`config.mk`:
```
export PLATFORM = sky130hd
export DESIGN_NAME = dsp_mac_sequencer
export DESIGN_NICKNAME = d
export VERILOG_FILES = /design/src/rtl/dsp_mac_sequencer.sv
export SDC_FILE = /design/constraint.sdc
export NUM_CORES = 1
export LEC_CHECK = 0
export ABC_AREA = 1
export CORE_ASPECT_RATIO = 1.75
export CORE_MARGIN = 8
export CORE_UTILIZATION = 30
export DETAILED_ROUTE_END_ITERATION = 10
export PLACE_DENSITY = 0.72
export SYNTH_ARGS = -nofsm -noshare
export SYNTH_HDL_FRONTEND = slang
export SYNTH_SLANG_ARGS = --single-unit
```
`constraint.sdc`:
```
create_clock -name clk -period 3 [get_ports clk]
set_input_delay 0.6 -clock clk [delete_from_list [all_inputs] [get_ports clk]]
set_output_delay 0.6 -clock clk [all_outputs]
set_load 0.005 [all_outputs]
```
`src/rtl/dsp_mac_sequencer.sv`:
```
// +--------------------------------------------------------------------------+
// | dsp_mac_sequencer                                                         |
// | Sequences one DSP48A1 slice as a multiply-accumulate: P = bias + sum a*b. |
// | Revision: 1.0                                                             |
// +--------------------------------------------------------------------------+
`default_nettype none

module dsp_mac_sequencer #(
   parameter int MULT_LAT = 3,
   parameter int LEN_W    = 8
) (
   input  logic              clk,
   input  logic              rst,
   input  logic              start_i,
   input  logic [LEN_W-1:0]  cfg_len_i,
   input  logic              cfg_use_bias_i,
   input  logic [47:0]       cfg_bias_i,
   output logic              busy_o,
   input  logic              s_valid_i,
   output logic              s_ready_o,
   input  logic [17:0]       s_a_i,
   input  logic [17:0]       s_b_i,
   output logic              result_valid_o,
   input  logic              result_ready_i,
   output logic [47:0]       result_o,
   output logic              result_carry_o,
   output logic [7:0]        dsp_opmode_o,
   output logic [17:0]       dsp_a_o,
   output logic [17:0]       dsp_b_o,
   output logic [17:0]       dsp_d_o,
   output logic [47:0]       dsp_c_o,
   output logic              dsp_cep_o,
   output logic              dsp_rst_o,
   input  logic [47:0]       dsp_p_i,
   input  logic              dsp_carryout_i
);

   localparam int          c_DLY           = MULT_LAT - 1;
   localparam int          c_DW            = $clog2(MULT_LAT + 1) + 1;
   localparam logic [7:0]  c_OP_FIRST_BIAS = 8'b0000_1101;
   localparam logic [7:0]  c_OP_FIRST_ZERO = 8'b0000_0001;
   localparam logic [7:0]  c_OP_ACCUM      = 8'b0000_1001;
   localparam logic [7:0]  c_OP_IDLE       = 8'b0000_0000;

   typedef enum logic [1:0] {
      S_IDLE  = 2'd0,
      S_LOAD  = 2'd1,
      S_DRAIN = 2'd2,
      S_HOLD  = 2'd3
   } state_t;

   state_t            state_q, state_d;
   logic [LEN_W-1:0]  cnt_q, cnt_d;
   logic              zero_len_q, zero_len_d;
   logic              use_bias_q, use_bias_d;
   logic [47:0]       bias_q, bias_d;
   logic              first_q, first_d;
   logic [c_DW-1:0]   drain_q, drain_d;
   logic [47:0]       result_q, result_d;
   logic              carry_q, carry_d;
   logic [c_DLY-1:0]  dly_v_q;
   logic [c_DLY-1:0]  dly_f_q;
   logic              cep_q;

   logic              term;
   logic              xfer;
   logic              s_ready;
   logic              tok_valid;
   logic              tok_first;

   always_comb begin
      state_d    = state_q;
      cnt_d      = cnt_q;
      zero_len_d = zero_len_q;
      use_bias_d = use_bias_q;
      bias_d     = bias_q;
      first_d    = first_q;
      drain_d    = drain_q;
      result_d   = result_q;
      carry_d    = carry_q;
      term       = 1'b0;
      xfer       = 1'b0;
      s_ready    = 1'b0;

      case (state_q)
         S_IDLE: begin
            if (start_i) begin
               cnt_d      = cfg_len_i;
               zero_len_d = (cfg_len_i == '0);
               use_bias_d = cfg_use_bias_i;
               bias_d     = cfg_bias_i;
               first_d    = 1'b1;
               state_d    = S_LOAD;
            end
         end
         S_LOAD: begin
            // A zero-length command still pushes one a=b=0 term so the
            // accumulator is initialised to bias (or zero).
            if (zero_len_q) begin
               term    = 1'b1;
               state_d = S_DRAIN;
               drain_d = c_DW'(MULT_LAT);
            end else begin
               s_ready = 1'b1;
               if (s_valid_i) begin
                  xfer  = 1'b1;
                  term  = 1'b1;
                  cnt_d = cnt_q - LEN_W'(1);
                  if (cnt_q == LEN_W'(1)) begin
                     state_d = S_DRAIN;
                     drain_d = c_DW'(MULT_LAT);
                  end
               end
            end
            if (term) begin
               first_d = 1'b0;
            end
         end
         S_DRAIN: begin
            if (drain_q == '0) begin
               result_d = dsp_p_i;
               carry_d  = dsp_carryout_i;
               state_d  = S_HOLD;
            end else begin
               drain_d = drain_q - c_DW'(1);
            end
         end
         S_HOLD: begin
            if (result_ready_i) begin
               state_d = S_IDLE;
            end
         end
         default: begin
            state_d = S_IDLE;
         end
      endcase
   end

   always_ff @(posedge clk) begin
      if (rst) begin
         state_q    <= S_IDLE;
         cnt_q      <= '0;
         zero_len_q <= 1'b0;
         use_bias_q <= 1'b0;
         bias_q     <= '0;
         first_q    <= 1'b0;
         drain_q    <= '0;
         result_q   <= '0;
         carry_q    <= 1'b0;
      end else begin
         state_q    <= state_d;
         cnt_q      <= cnt_d;
         zero_len_q <= zero_len_d;
         use_bias_q <= use_bias_d;
         bias_q     <= bias_d;
         first_q    <= first_d;
         drain_q    <= drain_d;
         result_q   <= result_d;
         carry_q    <= carry_d;
      end
   end

   // Term tokens track the operands through A0/A1 so opmode reaches the
   // OPMODE register one cycle before the product lands in M.
   always_ff @(posedge clk) begin
      if (rst) begin
         dly_v_q <= '0;
         dly_f_q <= '0;
         cep_q   <= 1'b0;
      end else begin
         dly_v_q[0] <= term;
         dly_f_q[0] <= term & first_q;
         for (int i = 1; i < c_DLY; i++) begin
            dly_v_q[i] <= dly_v_q[i-1];
            dly_f_q[i] <= dly_f_q[i-1];
         end
         cep_q <= dly_v_q[c_DLY-1];
      end
   end

   assign tok_valid = dly_v_q[c_DLY-1];
   assign tok_first = dly_f_q[c_DLY-1];

   always_comb begin
      dsp_opmode_o = c_OP_IDLE;
      if (tok_valid) begin
         if (!tok_first) begin
            dsp_opmode_o = c_OP_ACCUM;
         end else if (use_bias_q) begin
            dsp_opmode_o = c_OP_FIRST_BIAS;
         end else begin
            dsp_opmode_o = c_OP_FIRST_ZERO;
         end
      end
   end

   assign busy_o         = (state_q != S_IDLE);
   assign s_ready_o      = s_ready;
   assign result_valid_o = (state_q == S_HOLD);
   assign result_o       = result_q;
   assign result_carry_o = carry_q;
   assign dsp_a_o        = xfer ? s_a_i : 18'd0;
   assign dsp_b_o        = xfer ? s_b_i : 18'd0;
   assign dsp_d_o        = 18'd0;
   assign dsp_c_o        = bias_q;
   assign dsp_cep_o      = cep_q;
   assign dsp_rst_o      = rst;

endmodule

`default_nettype wire

```
=== Word-level counts from Yosys, hierarchy flattened ===
Cells that the tools add are included.
W data, S select, Z words.

* Input bits: 147
* Output and inout port bits: 164
* Bits in registers: 118

* Add/sub/neg operators: 2
* Reductions and logical operators: 12
* Bitwise operators: 1
* Multiplexer cells: 32
* Equal/unequal tests: 13

{| class="wikitable"
|+ Operators with widths
! kind !! count
|-
| $mux W18 || 2
|-
| $mux W8 || 3
|-
| $pmux W8 S2 || 1
|-
| $mux W2 || 6
|-
| $mux W3 || 4
|-
| $mux W4 || 3
|-
| $ne A2 B2 Y1 const B || 6
|-
| $mux W1 || 10
|-
| $eq A8 B1 Y1 const B || 1
|-
| $logic_not A8 Y1 || 1
|-
| $pmux W2 S4 || 1
|-
| $reduce_and A4 Y1 || 2
|-
| $sub A8 B1 Y8 const B || 1
|-
| $ne A3 B3 Y1 const B || 2
|-
| $pmux W3 S2 || 1
|-
| $reduce_bool A2 Y1 || 3
|-
| $reduce_and A5 Y1 || 1
|-
| $eq A2 B2 Y1 const B || 2
|-
| $reduce_and A2 Y1 || 2
|-
| $logic_not A3 Y1 || 1
|-
| $reduce_and A3 Y1 || 1
|-
| $sub A3 B1 Y3 const B || 1
|-
| $eq A2 B1 Y1 const B || 1
|-
| $logic_not A2 Y1 || 1
|-
| 3 further kinds || 3
|}

=== Longest topological paths before layout ===
Gate-level depths: netlist of run 1.

* Depth in word-level cells: 5
* Gate-level depth with buffers: 12
* Depth with buffers taken out: 11

=== Worst setup path before layout of run 1 ===
OpenSTA, ideal clock, no wires.

* Path type: register -> output
* Start point: reg state_q[1]
* End point: out dsp_a_o[10]
* Setup slack: 1.071 ns
* Arrival time: 1.329 ns
* Data required time: 2.400 ns
* Stages on the path, launching flop included: 9
* Cell sequence: dfxtp_1 -> inv_1 -> ha_1 -> buf_4 -> inv_4 -> nor2_8 -> nand2_4 -> clkbuf_1 -> nor2_1

* Cells in the longest elaborated chain, start to end: 3

{| class="wikitable"
|+ Ends and longest elaborated chain
! what !! line !! RTL
|-
| start, declared || 52 || <nowiki>state_t state_q, state_d;</nowiki>
|-
| start signal, assigned || 151 || <nowiki>state_q <= state_d;</nowiki>
|-
| $eq A2 B1 Y1 || 85 || <nowiki>case (state_q)</nowiki>
|-
| $mux W1 || 85 ||
|-
| $mux W18 || 202 || <nowiki>assign dsp_a_o = xfer ? s_a_i : 18'd0;</nowiki>
|-
| end, declared || 28 || <nowiki>output logic [17:0] dsp_a_o,</nowiki>
|}

Every way passes these cells.

=== Worst setup path after layout of run 1 ===
* Start point: reg state_q[1]
* End point: out dsp_a_o[14]

The elaborated chain is that of the path after synthesis.

==> run_results.csv, run 1 <==
group,metric,value,unit
status,outcome,"completed",
timing,slew_headroom,62.6,%
timing,final.period_utilization,94.7,%
timing,skew,0.0136,ns
timing,rsz0062_at_grt,"false",
clocking,clock_sinks,118,
placement,place_ws,0.309,ns
detailed_routing,vias,5213,
worst_setup_path,crit_path_max_fanout,37,
yosys,synth_warnings,0,
power,power_density,852,nW/µm²
yosys,syn_inst,707,
clocking,root_buffer,"clkbuf_16",
yosys,syn-cell-area,5000,µm²
worst_hold_path,hp-class,"reg2reg",
timing,slew_viol_final,0,
global_route,antenna_found_initial,1,
floorplan,fp.coreArea,16400,µm²
worst_setup_path,cp_cell_sequence,"inv_1, ha_2, inv_4, nor2_8, nand2_8, nor2_1, clkdlybuf4s50_1",
detailed_routing,drc,0,
detailed_routing,routed_wl,17600,µm
timing,fin_crit,2.84,ns
worst_setup_path,cp.required,2.40,ns
detailed_routing,ant_nets,0,
detailed_routing,routedWlPerCell,14.5,µm
timing,setup_slack,0.160,ns
clocking,cts_htree_levels,4,
floorplan,die-area,21200,µm²
timing,finalSetupTns,0,ns
detailed_routing,drt_iter0_markers,142,
worst_setup_path,worstPathBufferInverterCount,3,
finish,fillers,1573,
detailed_routing,vias_per_cell,4.29,
power,leakagePower,0.00349,µW
worst_setup_path,end_kind,"primary output",
clocking,clk_pin_slew_worst_paths,0.06,ns
detailed_routing,dr.pass1.iters,6,
clocking,clk-insertion-delay-late,0.40,ns
worst_setup_path,crit_type,"reg2out",
clocking,postCtsHoldBufs,0,
finish,fin_nets,1135,
placement,hpwl,13600,µm
finish,drive_gt1_share,4.94,%
floorplan,chipWidth,114,µm
worst_setup_path,cpMaxStageDelayCell,"clkdlybuf4s50_1",
worst_setup_path,cp.arrival,2.24,ns
timing,fmax,352,MHz
floorplan,initial_utilization,30.5,%
global_route,overflow,0,
timing,timing_hold_violations_final,0,
clocking,cts_tree,"yes",
worst_setup_path,crit_family,"buffers and inverters",
yosys,synth_cell_type_count,29,
yosys,postSynthRegisterBits,118,
global_route,grt_pass1_wl,27100,µm
worst_setup_path,cp-start-kind,"flip-flop",
timing,hold-worst-slack,0.401,ns
finish,area_growth,71.3,%
yosys,synth_area_per_cell,7.07,µm²
global_route,grt_use_total,16.2,%
clocking,cts_setup_buffers,0,
clocking,numCtsBuffers,17,
power,peakVddDrop,448,µV
placement,gp_congestion,0.871,
timing,worst_slew_pin_slew,0.561,ns
flow_run,drv_cap,0,
clocking,cts_resized,1,
floorplan,num_rows,62,
clocking,clockBufferDepth,2,
global_route,grt_pass1_vias,5091,
global_route,grt_max_degree,68,
worst_setup_path,critPathMaxStageDelay,0.51,ns
floorplan,die_y,187,µm
floorplan,io-pin-count,311,
yosys,synth_seq_area_share,47.3,%
timing,setup_viol,0,
power,p_total,7300,µW
placement,port_buffers,287,
-- cell usage in the layout, fill, tap and decap left out, types with 2 or more instances in the layout --
cell type          n
a21oi_1           14
buf_4              6
bufinv_16          3
clkbuf_16         17
clkdlybuf4s50_1  287
clkinvlp_4         5
conb_1            23
dfxtp_1          118
ha_1               8
inv_1             59
inv_6              4
nand2_1           42
nand2_2            2
nand3_1            7
nor2_1           263
nor4_1             2
o21ai_0          112
o21ai_1            2
or2_2              2
-- stage by stage --
stage | utilization [%] | std cells | cell area, µm²
3_3_place_gp | 48.5 | 1184 | 7950
4_1_cts | 52.2 | 1215 | 8550
5_1_grt | 52.3 | 1215 | 8560
2_1_floorplan | - | 729 | 5080
6_report | 52.3 | 1216 | 8560
3_5_place_dp | 48.5 | 1184 | 7950
-- path summary, 6_finish.rpt --
| check | startpoint | end | slack (ns) | depth (start not counted) |
|---|---|---|---|---|
| max | state_q[1] | dsp_a_o[14] | 0.16 | 7 |
| min | dly_v_q[0] | dly_v_q[1] | 0.40 | 2 |
| max reg2reg | state_q[1] | cnt_q[5] | 1.11 | 11 |
| min reg2reg | dly_v_q[0] | dly_v_q[1] | 0.40 | 2 |
-- state kept, by name (all words and copies together), names as in the netlist --
name / count
dsp_c_o: 48
result_o: 48
cnt_q: 8
drain_q: 3
dly_f_q: 2
dly_v_q: 2
state_q: 2
dsp_cep_o: 1
first_q: 1
result_carry_o: 1
use_bias_q: 1
zero_len_q: 1
-- cells by family after synthesis --
logic type	share of synthesized area, %
DFF	47.3
buffers and inverters	11.8
other	0.0750
adders and majority gates	2.25
AOI/OAI and AO/OA	13.3
and+or+nand+nor	25.3
-- area by class of cell --
type	count	area, µm²	area share (%)
Antenna cell	1	2.50	0.0292
Clock buffer	18	429	5.01
Clock inverter	13	171	2.00
Inverter	62	235	2.75
Multi-Input combinational cell	486	2140	25.0
Sequential cell	118	2360	27.6
Tap cell	224	280	3.27
Timing Repair Buffer	294	2940	34.3
-- metal layers --
| layer | vias to the layer above | GRT usage, % | wire length (µm) |
|---|---|---|---|
| met4 | 0 | 9.18 | 735 |
| met3 | 38 | 5.88 | 1640 |
| met1 | 2237 | 15.2 | 6460 |
| met5 | - | 0 | 0 |
| met2 | 251 | 29.2 | 8760 |
| li1 | 2687 | - | - |
-- tightest hold or removal path: stages (launching register included) --
cell and delay (ns):
dfxtp_1 0.29, inv_1 0.04, nor2_1 0.03
-- Yosys cell counts, drive strengths merged --
| cell type | count | area [µm²] |
|---|---|---|
| nor2 | 265 | 1010 |
| dfxtp | 118 | 2360 |
| o21ai | 115 | 579 |
| inv | 61 | 231 |
| nand2 | 45 | 181 |
| buf | 33 | 238 |
| clkbuf | 30 | 115 |
| a21oi | 15 | 78.8 |
| ha | 9 | 113 |
| nand3 | 7 | 35.0 |
| nor4 | 2 | 12.5 |
| or2 | 2 | 12.5 |
| clkinv | 1 | 3.75 |
| conb | 1 | 3.75 |
| nand4 | 1 | 6.26 |
| nor3 | 1 | 5.00 |
| o21bai | 1 | 7.51 |
-- where the power goes --
part	leakage (µW)	switching [µW]	total [µW]	internal [µW]
combinational	0.00225	1420	2900	1480
clock	0.000276	771	2080	1310
sequential	0.000969	260	2310	2050
total	0.00349	2450	7300	4840
(Power assumes the default switching activity.)
==> run 2, diff against run 1 <==
--- a/config.mk
+++ b/config.mk
@@ -11,6 +11,7 @@
 export CORE_UTILIZATION = 30
 export DETAILED_ROUTE_END_ITERATION = 10
 export PLACE_DENSITY = 0.72
+export SKIP_CTS_REPAIR_TIMING = 1
 export SYNTH_ARGS = -nofsm -noshare
 export SYNTH_HDL_FRONTEND = slang
 export SYNTH_SLANG_ARGS = --single-unit
==> results of run 2 <==
The final DEF is identical to that of run 1; final timing and power are the same.
==> run 3, diff against run 2 <==
--- a/config.mk
+++ b/config.mk
@@ -10,7 +10,8 @@
 export CORE_MARGIN = 8
 export CORE_UTILIZATION = 30
 export DETAILED_ROUTE_END_ITERATION = 10
-export PLACE_DENSITY = 0.72
+export GPL_TIMING_DRIVEN = 0
+export PLACE_DENSITY = 0.69
 export SKIP_CTS_REPAIR_TIMING = 1
 export SYNTH_ARGS = -nofsm -noshare
 export SYNTH_HDL_FRONTEND = slang
==> run 3 against run 2 <==
Compared with the run above:
- non-clock buffer count rose by 56
- sequential power about the same
- cell count increased by 4.7%
- design area increased by 3.2%
- routed wire length increased by 8.1%
- die area is the same
- via count up 4.9%
- first-iteration DRC count down 11%
- power up 0.35%
- hold slack got worse by 0.0028 ns
- combinational power is 3% higher
- maximum frequency fell by 0.79%
- largest cell class unchanged
- highest routed layer unchanged
==> run_results.csv, run 3 (synthesis results as in run 1) <==
group,metric,value,unit
worst_hold_path,hp-class,"reg2reg",
timing,worst_slew_pin_slew,0.513,ns
timing,hold-worst-slack,0.398,ns
placement,placed_area,8230,µm²
worst_setup_path,critPathMaxStageDelay,0.53,ns
worst_setup_path,r2r_start,"state_q[0]",
clocking,cts_htree_levels,4,
clocking,clock_sinks,118,
placement,gp_congestion,0.866,
finish,fillers,1581,
worst_setup_path,crit_path_start,"state_q[1]",
power,peakVddDrop,506,µV
detailed_routing,vias,5466,
detailed_routing,vias_per_cell,4.29,
power,power_density,828,nW/µm²
finish,postLayoutCoreUtil,54.0,%
detailed_routing,routed_wl,19000,µm
detailed_routing,drt_iter0_markers,126,
power,leakagePower,0.00368,µW
worst_setup_path,cpMaxStageDelayCell,"clkdlybuf4s50_1",
timing,fin_crit,2.86,ns
finish,seqCellArea,2360,µm²
global_route,grt_pass1_wl,28700,µm
clocking,cts_tree,"yes",
placement,hpwl,15600,µm
floorplan,fp.coreArea,16400,µm²
finish,multi_input_area,2140,µm²
global_route,grt_use_total,17.6,%
floorplan,initial_utilization,30.5,%
global_route,overflow,0,
timing,fmax,349,MHz
timing,slew_headroom,65.8,%
global_route,antenna_found_initial,2,
finish,post-route-cell-area,8840,µm²
clocking,clk-insertion-delay-late,0.41,ns
worst_setup_path,crit_family,"buffers and inverters",
timing,setup_viol,0,
floorplan,chipWidth,114,µm
worst_setup_path,end_kind,"primary output",
timing,rsz0062_at_grt,"true",
worst_setup_path,cp-start-kind,"flip-flop",
detailed_routing,dr.pass1.iters,4,
clocking,numCtsBuffers,17,
clocking,root_buffer,"clkbuf_16",
detailed_routing,routedWlPerCell,14.9,µm
worst_setup_path,crit_type,"reg2out",
worst_setup_path,crit_path_max_fanout,10,
clocking,clk_pin_slew_worst_paths,0.06,ns
finish,final_common_cell,"clkdlybuf4s50_1",
finish,fin_nets,1191,
worst_setup_path,cp_cell_sequence,"inv_2, ha_1, buf_4, inv_4, nor2_8, nand2_4, buf_6, nor2_2, clkdlybuf4s50_1",
global_route,grt_pass1_vias,5334,
global_route,grt_max_degree,17,
flow_run,drv_cap,0,
worst_hold_path,min_from,"dly_f_q[0]",
finish,drive_gt1_share,7.74,%
floorplan,die_y,187,µm
timing,timing_hold_violations_final,0,
worst_setup_path,reg2reg_slack,1.06,ns
worst_setup_path,worstPathBufferInverterCount,5,
detailed_routing,ant_nets,0,
finish,final_cell_mix,"clkdlybuf4s50_1, nor2_1, dfxtp_1",
floorplan,num_rows,62,
worst_setup_path,cp.required,2.40,ns
floorplan,io-pin-count,311,
timing,final.period_utilization,95.4,%
status,outcome,"completed",
finish,area_growth,76.8,%
clocking,clockBufferDepth,2,
timing,slew_viol_final,0,
placement,port_buffers,287,
floorplan,die-area,21200,µm²
timing,skew,0.0155,ns
worst_setup_path,cp.arrival,2.26,ns
detailed_routing,drc,0,
-- run 3: changes by cell type in the layout (fill, tap and decap cells not counted), moves of 2 or more --
cell and change:
clkbuf_1 +25, buf_4 +23, buf_2 +4, nor2_1 -3
nor2_2 +3, buf_6 +2, clkbuf_2 +2
-- run 3: worst register-to-register path: cells and delay by family (launching register included) --
kind                     cells  cell delay, ns
flip-flops                   1            0.34
AO/OA/AOI/OAI                2            0.22
adder cells (fa/ha/maj)      1            0.33
AND/OR/NAND/NOR              2            0.51
buffers and inverters        4            0.45
-- run 3: metrics by stage --
step / std cells / setup TNS (ns) / power (µW) / setup slack [ns]
after global placement: 1240 / -0.0470 / 5320 / -0.0424
final: 1273 / 0 / 7320 / 0.137
after detailed placement: 1240 / -0.0468 / 5370 / -0.0395
after global routing: 1273 / -0.00566 / 7860 / -0.00350
after floorplan: 729 / 0 / 3800 / 1.07
after CTS: 1271 / -1.89 / 7410 / -0.204
-- run 3: final cells by class --
cell class,instances,share of cell area [%]
tap,224,3.17
buffer,63,4.16
multi-input combinational,486,24.2
sequential,118,26.7
clock buffer,18,4.86
antenna,2,0.0566
timing repair buffer,287,32.5
clock inverter,13,1.67
inverter,62,2.66
-- run 3: power breakdown --
part	switching (µW)	internal, µW	total (µW)
clock network	775	1230	2000
registers	260	2050	2310
logic	1460	1540	3000
total	2500	4820	7320
-- run 3: layer usage --
layer  global-route usage [%]  part of all wire [%]  vias to the layer above  wire (µm)
met5                        0                     0                        -          0
met4                     9.07                   3.5                        0        666
met3                     7.60                    10                       31       1960
met2                     32.7                    53                      230      10100
met1                     15.2                    33                     2402       6290
li1                         -                     -                     2803          -
-- run 3: final timing paths --
check                     to  cells after the start
setup / recovery  dsp_a_o[8]                      9
hold reg to reg   dly_f_q[1]                      2
setup reg to reg    cnt_q[1]                      9
hold / removal    dly_f_q[1]                      2
